==> src/rtl/btn_load_capture.sv <==
// rtl/btn_load_capture.sv - load button debounce and switch capture into a one-entry holding buffer
module btn_load_capture #(
    parameter int DEBOUNCE_COUNT = 1000000,
    parameter int CNT_W          = 20
) (
    input  logic       clk,
    input  logic       rst,
    input  logic       btn_n,
    input  logic [3:0] sw,
    input  logic       take,
    output logic       load_valid,
    output logic [3:0] load_data,
    output logic       btn_level,
    output logic       press_pulse,
    output logic       overrun
);

    localparam logic [CNT_W-1:0] CNT_LAST = CNT_W'(DEBOUNCE_COUNT - 1);

    logic             btn_m;
    logic             btn_s;
    logic [3:0]       sw_m;
    logic [3:0]       sw_s;
    logic [CNT_W-1:0] cnt;

    logic pressed_s;
    logic differ;
    logic flip;
    logic rise;

    always_ff @(posedge clk or posedge rst) begin
        if (rst) begin
            btn_m <= 1'b1;
            btn_s <= 1'b1;
            sw_m  <= 4'h0;
            sw_s  <= 4'h0;
        end else begin
            btn_m <= btn_n;
            btn_s <= btn_m;
            sw_m  <= sw;
            sw_s  <= sw_m;
        end
    end

    assign pressed_s = ~btn_s;
    assign differ    = (pressed_s != btn_level);
    assign flip      = differ && (cnt == CNT_LAST);
    assign rise      = flip && pressed_s;

    // Any cycle of agreement restarts the count, so bounces never accumulate
    always_ff @(posedge clk or posedge rst) begin
        if (rst) begin
            cnt       <= '0;
            btn_level <= 1'b0;
        end else if (!differ) begin
            cnt <= '0;
        end else if (flip) begin
            cnt       <= '0;
            btn_level <= pressed_s;
        end else begin
            cnt <= cnt + 1'b1;
        end
    end

    // A capture wins over a same-cycle take; overrun only when an unconsumed value is lost
    always_ff @(posedge clk or posedge rst) begin
        if (rst) begin
            load_valid  <= 1'b0;
            load_data   <= 4'h0;
            press_pulse <= 1'b0;
            overrun     <= 1'b0;
        end else begin
            press_pulse <= rise;
            overrun     <= rise && load_valid && !take;
            if (rise) begin
                load_valid <= 1'b1;
                load_data  <= sw_s;
            end else if (take && load_valid) begin
                load_valid <= 1'b0;
            end
        end
    end

endmodule

==> config.mk <==
export PLATFORM = sky130hd
export DESIGN_NAME = btn_load_capture
export DESIGN_NICKNAME = d
export VERILOG_FILES = /design/src/rtl/btn_load_capture.sv
export SDC_FILE = /design/constraint.sdc
export NUM_CORES = 1
export LEC_CHECK = 0
export CAP_MARGIN = 25
export CORE_MARGIN = 10
export CORE_UTILIZATION = 42
export CTS_CLUSTER_DIAMETER = 80
export DETAILED_ROUTE_END_ITERATION = 10
export GPL_ROUTABILITY_DRIVEN = 0
export GPL_TIMING_DRIVEN = 0
export HOLD_SLACK_MARGIN = 0.02
export PLACE_DENSITY_LB_ADDON = 0.25
export SLEW_MARGIN = 25
export SYNTH_ARGS = -nofsm -noshare
export SYNTH_HDL_FRONTEND = slang
export SYNTH_SLANG_ARGS = --single-unit
==> constraint.sdc <==
create_clock -name clk -period 4 [get_ports clk]
set_input_delay 0.8 -clock clk [delete_from_list [all_inputs] [get_ports clk]]
set_output_delay 0.8 -clock clk [all_outputs]
set_load 0.02 [all_outputs]
* Word-level counts from Yosys, hierarchy flattened
Index checks and enable logic that the tools add are counted.
** Word-level totals
- Bits of input ports :: 8
- Bits in writable memories :: 0
- Bits in registers :: 38
- Logic and storage cells :: 26
- Bits in latches :: 0
- Memories kept :: 0
- ROM bits :: 0
- Output and inout bits :: 8
** Cells by class
- Shift operators :: 0
- Reductions and logical operators :: 8
- Add/sub/neg operators :: 1
- Equal/unequal tests :: 2
- Multiply operators :: 0
- Multiplexer cells :: 4
- Divide/modulo/power cells :: 0
- $lt $le $gt $ge :: 0
- Bitwise logic cells :: 1
** Operators with widths (number)
- 20-bit two-way mux :: 2
- 20-bit by 1-bit adder with 20-bit output (second input constant) :: 1
- 20-bit equality test (second input constant) :: 1
- 1-bit logical AND :: 5
- 1-bit two-way mux :: 2
- 2-bit AND reduction :: 1
- 2-bit nonzero test :: 1
- 1-bit logical NOT :: 1
- 1-bit != test :: 1
- 1-bit NOT :: 1

* Logic depth before layout (Yosys ltp)
Gate-level depths: netlist (run 1).
- Word-level depth :: 6
- Depth in mapped cells :: 6
- Gate-level depth less buffers :: 5

* Worst setup path before layout (run 1)
Ideal clock, no wire load.
- Path type :: register to register
- Start :: register cnt[0]
- End :: register load_data[0]
- Slack :: 2.147 ns
- Path buffers :: 0
- Cell stages (with the launch flop) :: 6
- Data required time :: 3.875 ns
- Setup time :: 0.125 ns
- Data arrival time :: 1.728 ns
- Period minus slack after synthesis :: 1.853 ns
- Path through :: dfrtp_1 > ha_1 > and4_2 > nand4_1 > nor4_2 > mux2_2
** On the way
- Word-level cells in the longest chain between the ends :: 3
** Ends and longest elaborated chain
- start, declared :: RTL line 24 : logic [CNT_W-1:0] cnt;
- start signal, assigned :: RTL line 61 : cnt <= cnt + 1'b1;
- 20-bit equality test :: RTL line 47 : assign flip = differ && (cnt == CNT_LAST);
- 1-bit logical AND :: RTL line 47
- 1-bit logical AND :: RTL line 48 : assign rise = flip && pressed_s;
- end signal, assigned :: RTL line 77 : load_data <= sw_s;
- end, declared :: RTL line 12 : output logic [3:0] load_data,
No other way between the ends.
A chain may end at the register's enable or synchronous reset.

* Worst setup path after layout (run 1)
- Start :: register cnt[0]
- End :: register load_data[3]
Same word-level chain as after synthesis.

==> results of run 1 <==
metal layers:
layer	part of all wire (%)	routed length [um]	vias to the layer above	GRT usage, %
li1	-	-	558	-
met1	43	1310	578	12.3
met2	51	1580	19	17.3
met3	3.8	117	8	3.35
met4	2.2	69	0	5.61
met5	0	0	-	0
cell usage after synthesis:
cell	instances
a21oi_1	6
a21oi_2	1
and2_1	1
and3_1	2
and3_2	1
and3b_1	1
and4_1	1
and4_2	1
buf_4	1
clkbuf_1	1
clkbuf_2	2
dfrtp_1	36
dfstp_2	2
ha_1	1
inv_1	5
mux2_2	4
nand2_1	10
nand2b_1	1
nand3_1	3
nand3_2	1
nand3_4	1
nand3b_1	1
nand4_1	8
nand4b_1	2
nor2_1	15
nor3_1	1
nor4_1	6
nor4_2	1
nor4b_1	1
o21ai_0	7
o31ai_1	2
or3_2	1
or4_1	2
or4_4	2
or4bb_1	1
xnor2_1	8
xor2_1	4
sequential cells by signal, summed over array words and instances (netlist names):
name,cells
sw_m,4
btn_s,1
load_valid,1
load_data,4
press_pulse,1
cnt,20
btn_level,1
overrun,1
btn_m,1
sw_s,4
through the flow:
stage          hold slack, ns  util, %
6_report                0.350     52.8
4_1_cts                 0.353     52.8
2_1_floorplan           0.331        -
5_1_grt                 0.362     52.8
3_3_place_gp            0.332     49.7
3_5_place_dp            0.336     49.7
power breakdown:
part           total, mW  switching (mW)  internal, mW
Combinational     0.0247          0.0146        0.0101
Sequential         0.397         0.00481         0.392
Clock              0.335           0.132         0.203
Total              0.757           0.152         0.606
cell usage in the layout (no fill, tap or decap), types with 6 or more instances in the layout:
| cell type | count |
|---|---|
| a21oi_1 | 6 |
| nor2_1 | 15 |
| o21ai_0 | 7 |
| nor4_1 | 6 |
| nand2_1 | 10 |
| xnor2_1 | 8 |
| nand4_1 | 8 |
| clkdlybuf4s50_1 | 15 |
| clkbuf_8 | 6 |
| dfrtp_1 | 36 |
kinds of logic after synthesis:
family | Yosys count
AO/OA/AOI/OAI | 16
flip-flops | 38
buffers and inverters | 9
adder cells (fa/ha/maj) | 1
AND/OR/NAND/NOR | 64
multiplexers | 4
XOR/XNOR | 12
path summary, 6_finish.rpt:
path	start	slack, ns	endpoint
max in group asynchronous	rst	2.56	cnt[17]$_DFF_PP0_
worst min register to register	sw_m[1]$_DFF_PP0_	0.35	sw_s[1]$_DFF_PP0_
worst max register to register	cnt[0]$_DFF_PP0_	1.82	load_data[3]$_DFFE_PP0P_
min in group asynchronous	rst	0.96	sw_m[1]$_DFF_PP0_
worst min-delay path	sw_m[1]$_DFF_PP0_	0.35	sw_s[1]$_DFF_PP0_
worst max-delay path	cnt[0]$_DFF_PP0_	1.82	load_data[3]$_DFFE_PP0P_
critical path, stage by stage, from the launching register on:
cell and delay [ns]:
dfrtp_1 0.38, ha_1 0.24, and4_2 0.27, nand4_1 0.21
nor4_2 0.56, mux2_2 0.40
cell type report:
| cell class | count | area share (%) |
|---|---|---|
| flip-flops and latches | 38 | 48.6 |
| multi-input cells | 97 | 32.8 |
| repair buffers | 15 | 7.65 |
| clock buffers | 7 | 4.40 |
| well taps | 48 | 3.06 |
| clock inverters | 1 | 1.53 |
| plain buffers | 4 | 1.08 |
| inverters | 5 | 0.956 |
==> results.md, run 1 <==
- Setup CP Type: flip-flop to flip-flop
- Multiplexer share of the synthesized area: 2.75%
- DRC viols: 0
- Min Clock Period, post-route: 2.18 ns
- Post-synthesis register bit count: 38
- Core area: 0.00372 sq mm
- Fillers: 320
- Worst hold path stage count: 0
- DRT iter0 DRCs: 111
- Netlist Area Pre-Place: 0.00164 sq mm
- # setup viols final: 0
- Root Buffer: clkbuf_8
- Drt total wl: 3.09 mm
- WP data arrival: 2.36 ns
- Cells on worst reg2reg path: 5
- Starting Density: 44.0%
- Clk sinks: 38
- Period utilization: 54.5%
- CP endpoint kind: flip-flop
- WP data required: 4.18 ns
- Mapped Cells: 144
- Global-route wire length before repair: 5.48 mm
- Syn. warnings: 0
- Worst-margin pin slew: 0.756 ns
- CP max FO: 5
- Number of port buffers: 15
- Placed inst area: 0.00185 sq mm
- Clock-pin slew on the worst setup and hold paths: 0.07 ns
- Final net count: 175
- Gr usage total: 10.7%
- H-tree Lvls: 2
- Synth Area in XOR/XNOR: 6.42%
- Dpl hpwl: 2.18 mm
- Sequential fraction of the synthesis area: 58.3%
- Power Total: 757 uW
- I/O pins: 16
- Setup TNS: 0 ns
- Die area: 0.00679 sq mm
- Hold Violations, Final: 0
- Post-CTS resize count: 0
- Setup Skew: 0.00528 ns
- TritonCTS buffer count: 5
- Post-synth top area share: 55.0%
- Synth Area in Adders: 0.765%
- Largest net degree at the start of global routing: 39
- Number of vias per cell: 5.41
- Synth Area in Compound Gates: 5.43%
- Synth top area cells: dfrtp_1, xnor2_1, nor2_1
- Max-Cap Viols: 0
- Ant. Diodes: 0
- Total gr overflow: 0
- Slew Limit Headroom: 49.5%
- Pwr Density: 386 mW/mm^2
- Peak supply drop: 0.243 mV
- Worst-Skew Late Latency: 0.29 ns
- Hold Path Class: flip-flop to flip-flop
- Hold_buf cts: 0
- CTS tree: yes
- Placed Instances: 207
- Die X: 82.4 um
- Overall die height: 82.4 um
- Yosys top cell by area: dfrtp_1
- Post-route ant nets: 0
- Post-CTS Setup Inserts: 0
- FP Rows: 22
- Share of layout cells above drive strength 1: 15.6%
- Mapped Nets: 153
- Finished Cell Area: 0.00196 sq mm
- F_max: 0.459 GHz
- Syn avg cell area: 11.4 sq um
- Largest family of logic cells by synthesized area: simple AND/OR/NAND/NOR gates
- Unrepaired setup endpoints after global routing: false
- Post-Layout Cell Count: 215
- Antenna violations before repair: 0
- Clock Path Buffers: 2
- Final Max Tran Viols: 0
- Wirelength per Cell: 14.4 um
- Via count: 1163
- Crit start category: flip-flop
- FF+latch area: 953 sq um
- Worst slack, placed: 1.81 ns
- Final worst slack: 1.82 ns
- Simple-Gate Fraction of Synth Area: 23.9%
- Area Overhead vs Synth: 20.0%
- Vias in the first global route: 1191
- Area occupied by multi-input gates: 643 sq um
- First-pass DRT Iterations: 4
- Outcome: finished clean
- Yosys cell types: 37
- Leakage: 0.801 nW
No activity file was read; power rests on OpenSTA's default activity.
==> run 2, diff against run 1 <==
- clock period: 4 -> 2.3 ns (I/O delays scaled with it)
==> results of run 2 <==
Same layout as run 1 (identical final DEF). Status: finished clean.
Among the figures that moved: setup slack after placement 1.81 ns -> 0.114 ns; setup slack after layout 1.82 ns -> 0.122 ns; register-to-register setup slack 1.82 ns -> 0.12 ns; total power 0.757 mW -> 1.32 mW; worst IR drop on VDD 0.243 mV -> 0.423 mV
==> run 3, diff against run 2 <==
- RECOVER_POWER: not set -> 100
- SLEW_MARGIN: 25 -> 20
==> run 3 against run 2 <==
Register-to-register slack barely moved. Critical path type unchanged. Clock skew barely moved. First-iteration DRC count fell by 5.4%. Clock power barely moved. Die area did not move. Worst hold slack barely moved. Sequential share of layout area rose by 0.16 points. Total power fell by 0.25%. Final area fell by 0.32%. Combinational power fell by 6.5%. Flip-flop and latch count did not move. Setup slack improved by 0.0011 ns.
==> results.md, run 3 (synthesis results as in run 1) <==
- Hold_buf cts: 0 (unchanged)
- Clock-pin slew on the worst setup and hold paths: 0.07 ns (about the same)
- Worst Hold Slack: 0.350 ns (+0.0000110 ns)
- Global-route wire length before repair: 5.48 mm (unchanged)
- Hold Path Class: flip-flop to flip-flop
- Vias in the first global route: 1191 (unchanged)
- WP data required: 2.48 ns
- WP data arrival: 2.35 ns (about the same)
- Post-route ant nets: 0 (unchanged)
- Largest Register: cnt
- Met1 usage: 12.3% (unchanged)
- Crit. Startpoint: cnt[0]$_DFF_PP0_
- Cells on worst reg2reg path: 5 (unchanged)
- Wirelength per Cell: 14.3 um (-0.26%)
- Post-CTS Setup Inserts: 0 (unchanged)
- Pwr Density: 671 mW/mm^2
- Clock Path Buffers: 2 (unchanged)
- Gr busiest metal: met2
- CP endpoint kind: flip-flop
- Setup CP Type: flip-flop to flip-flop
- Number of port buffers: 15 (unchanged)
- Most frequent cells in the layout: dfrtp_1, nor2_1, dlygate4sd3_1
- Worst hold start: sw_m[1]$_DFF_PP0_
- Power Total: 1.31 mW
- Ant. Diodes: 0 (unchanged)
- Placed inst area: 0.00185 sq mm (unchanged)
- Post-CTS resize count: 0 (unchanged)
- Final Max Tran Viols: 0 (unchanged)
- Leakage: 0.830 nW (+3.6%)
- Gr usage total: 10.7% (unchanged)
- First-pass DRT Iterations: 4 (unchanged)
- Antenna violations before repair: 0 (unchanged)
- CP max FO: 5 (unchanged)
- DRC viols: 0 (unchanged)
- Root Buffer: clkbuf_8
- Max reg flops: 20 (unchanged)
- Core area: 0.00372 sq mm (unchanged)
- Crit start category: flip-flop
- Finished Cell Area: 0.00196 sq mm (-0.32%)
- Outcome: finished clean
- DRT iter0 DRCs: 105 (-5.4%)
- Period utilization: 94.7%
- Grt met3 use: 3.35% (unchanged)
- Reg2reg start: cnt[0]$_DFF_PP0_
- Clk sinks: 38 (unchanged)
- Min Clock Period, post-route: 2.18 ns
- Share of layout cells above drive strength 1: 14.4% (-1.2 points)
- Hold Violations, Final: 0 (unchanged)
- CTS tree: yes
- Number of vias per cell: 5.38 (-0.52%)
- Worst-Skew Late Latency: 0.29 ns (about the same)
- I/O pins: 16 (unchanged)
- Via count: 1157 (-0.52%)
- Final net count: 175 (unchanged)
- Overall die height: 82.4 um (unchanged)
- Starting Density: 44.0% (unchanged)
- Met2 Use GR: 17.3% (unchanged)
- Die area: 0.00679 sq mm (unchanged)
- H-tree Lvls: 2 (unchanged)
- Most common cell after layout, fill and taps aside: dfrtp_1
- # setup viols final: 0 (unchanged)
- Drt total wl: 3.08 mm (-0.26%)
- Dpl hpwl: 2.18 mm (unchanged)
- TritonCTS buffer count: 5 (unchanged)
- F_max: 0.459 GHz
- Worst-margin pin slew: 1.37 ns (+0.616 ns)
- Peak supply drop: 0.421 mV
- Total gr overflow: 0 (unchanged)
- Die X: 82.4 um (unchanged)
- Area Overhead vs Synth: 19.6%
- Worst setup path endpoint: load_data[3]$_DFFE_PP0P_
- Slew Limit Headroom: 8.44% (-41 points)
- FF-to-FF End: load_data[3]$_DFFE_PP0P_
- Largest net degree at the start of global routing: 39 (unchanged)
- FP Rows: 22 (unchanged)
- Max-Cap Viols: 0 (unchanged)
- FF-to-FF setup slack: 0.12 ns
- Setup Skew: 0.00508 ns (-0.000205 ns)
- Unrepaired setup endpoints after global routing: true
## run 3: changes by cell type in the layout (fill, tap and decap cells not counted), sizes merged
| cell | previous run | this run |
|---|---|---|
| clkdlybuf4s50 | 15 | 1 |
| dlygate4sd3 | 0 | 14 |
| buf | 1 | 0 |
| clkbuf | 10 | 11 |
## run 3: power breakdown
part           total, mW  switching (mW)  internal [mW]
logic             0.0401          0.0252         0.0149
clock network      0.583           0.230          0.354
registers          0.691         0.00825          0.682
## run 3: critical path: stages (launching register included)
cell     delay (ns)
dfrtp_1        0.38
ha_1           0.24
and4_2         0.27
nand4_1        0.21
nor4_2         0.56
mux2_2         0.40
## run 3: worst min-delay path by stage
stage / end / slack (ns) / depth (start not counted)
detailed placement: sw_s[1]$_DFF_PP0_ / 0.34 / 0
CTS: sw_s[1]$_DFF_PP0_ / 0.35 / 0
global placement: sw_s[1]$_DFF_PP0_ / 0.33 / 0
floorplan: sw_s[0]$_DFF_PP0_ / 0.33 / 0
global route: btn_s$_DFF_PP1_ / 0.36 / 0
finish: sw_s[1]$_DFF_PP0_ / 0.35 / 0
## run 3: final cells by class
cell class | instances | area (sq um)
Clock buffer | 7 | 86.3
Multi-Input combinational cell | 97 | 639
Timing Repair Buffer | 15 | 150
Inverter | 5 | 18.8
Fill cell | 323 | 1760
Tap cell | 48 | 60.1
Sequential cell | 38 | 953
Clock inverter | 1 | 30.0
Buffer | 4 | 18.8
## run 3: metrics by stage
step	util [%]	setup TNS [ns]	worst slack, ns	cells
2_1_floorplan	-	0	0.447	144
3_3_place_gp	49.7	0	0.190	207
3_5_place_dp	49.7	0	0.114	207
4_1_cts	52.8	0	0.101	215
5_1_grt	52.7	-0.142	-0.0374	215
6_report	52.7	0	0.123	215
## run 3: routing by layer
metal  vias to the layer above  routed length, um
met5                         -                  0
met2                        22               1580
met1                       569               1300
met4                         0                 69
li1                        558                  -
met3                         8                124
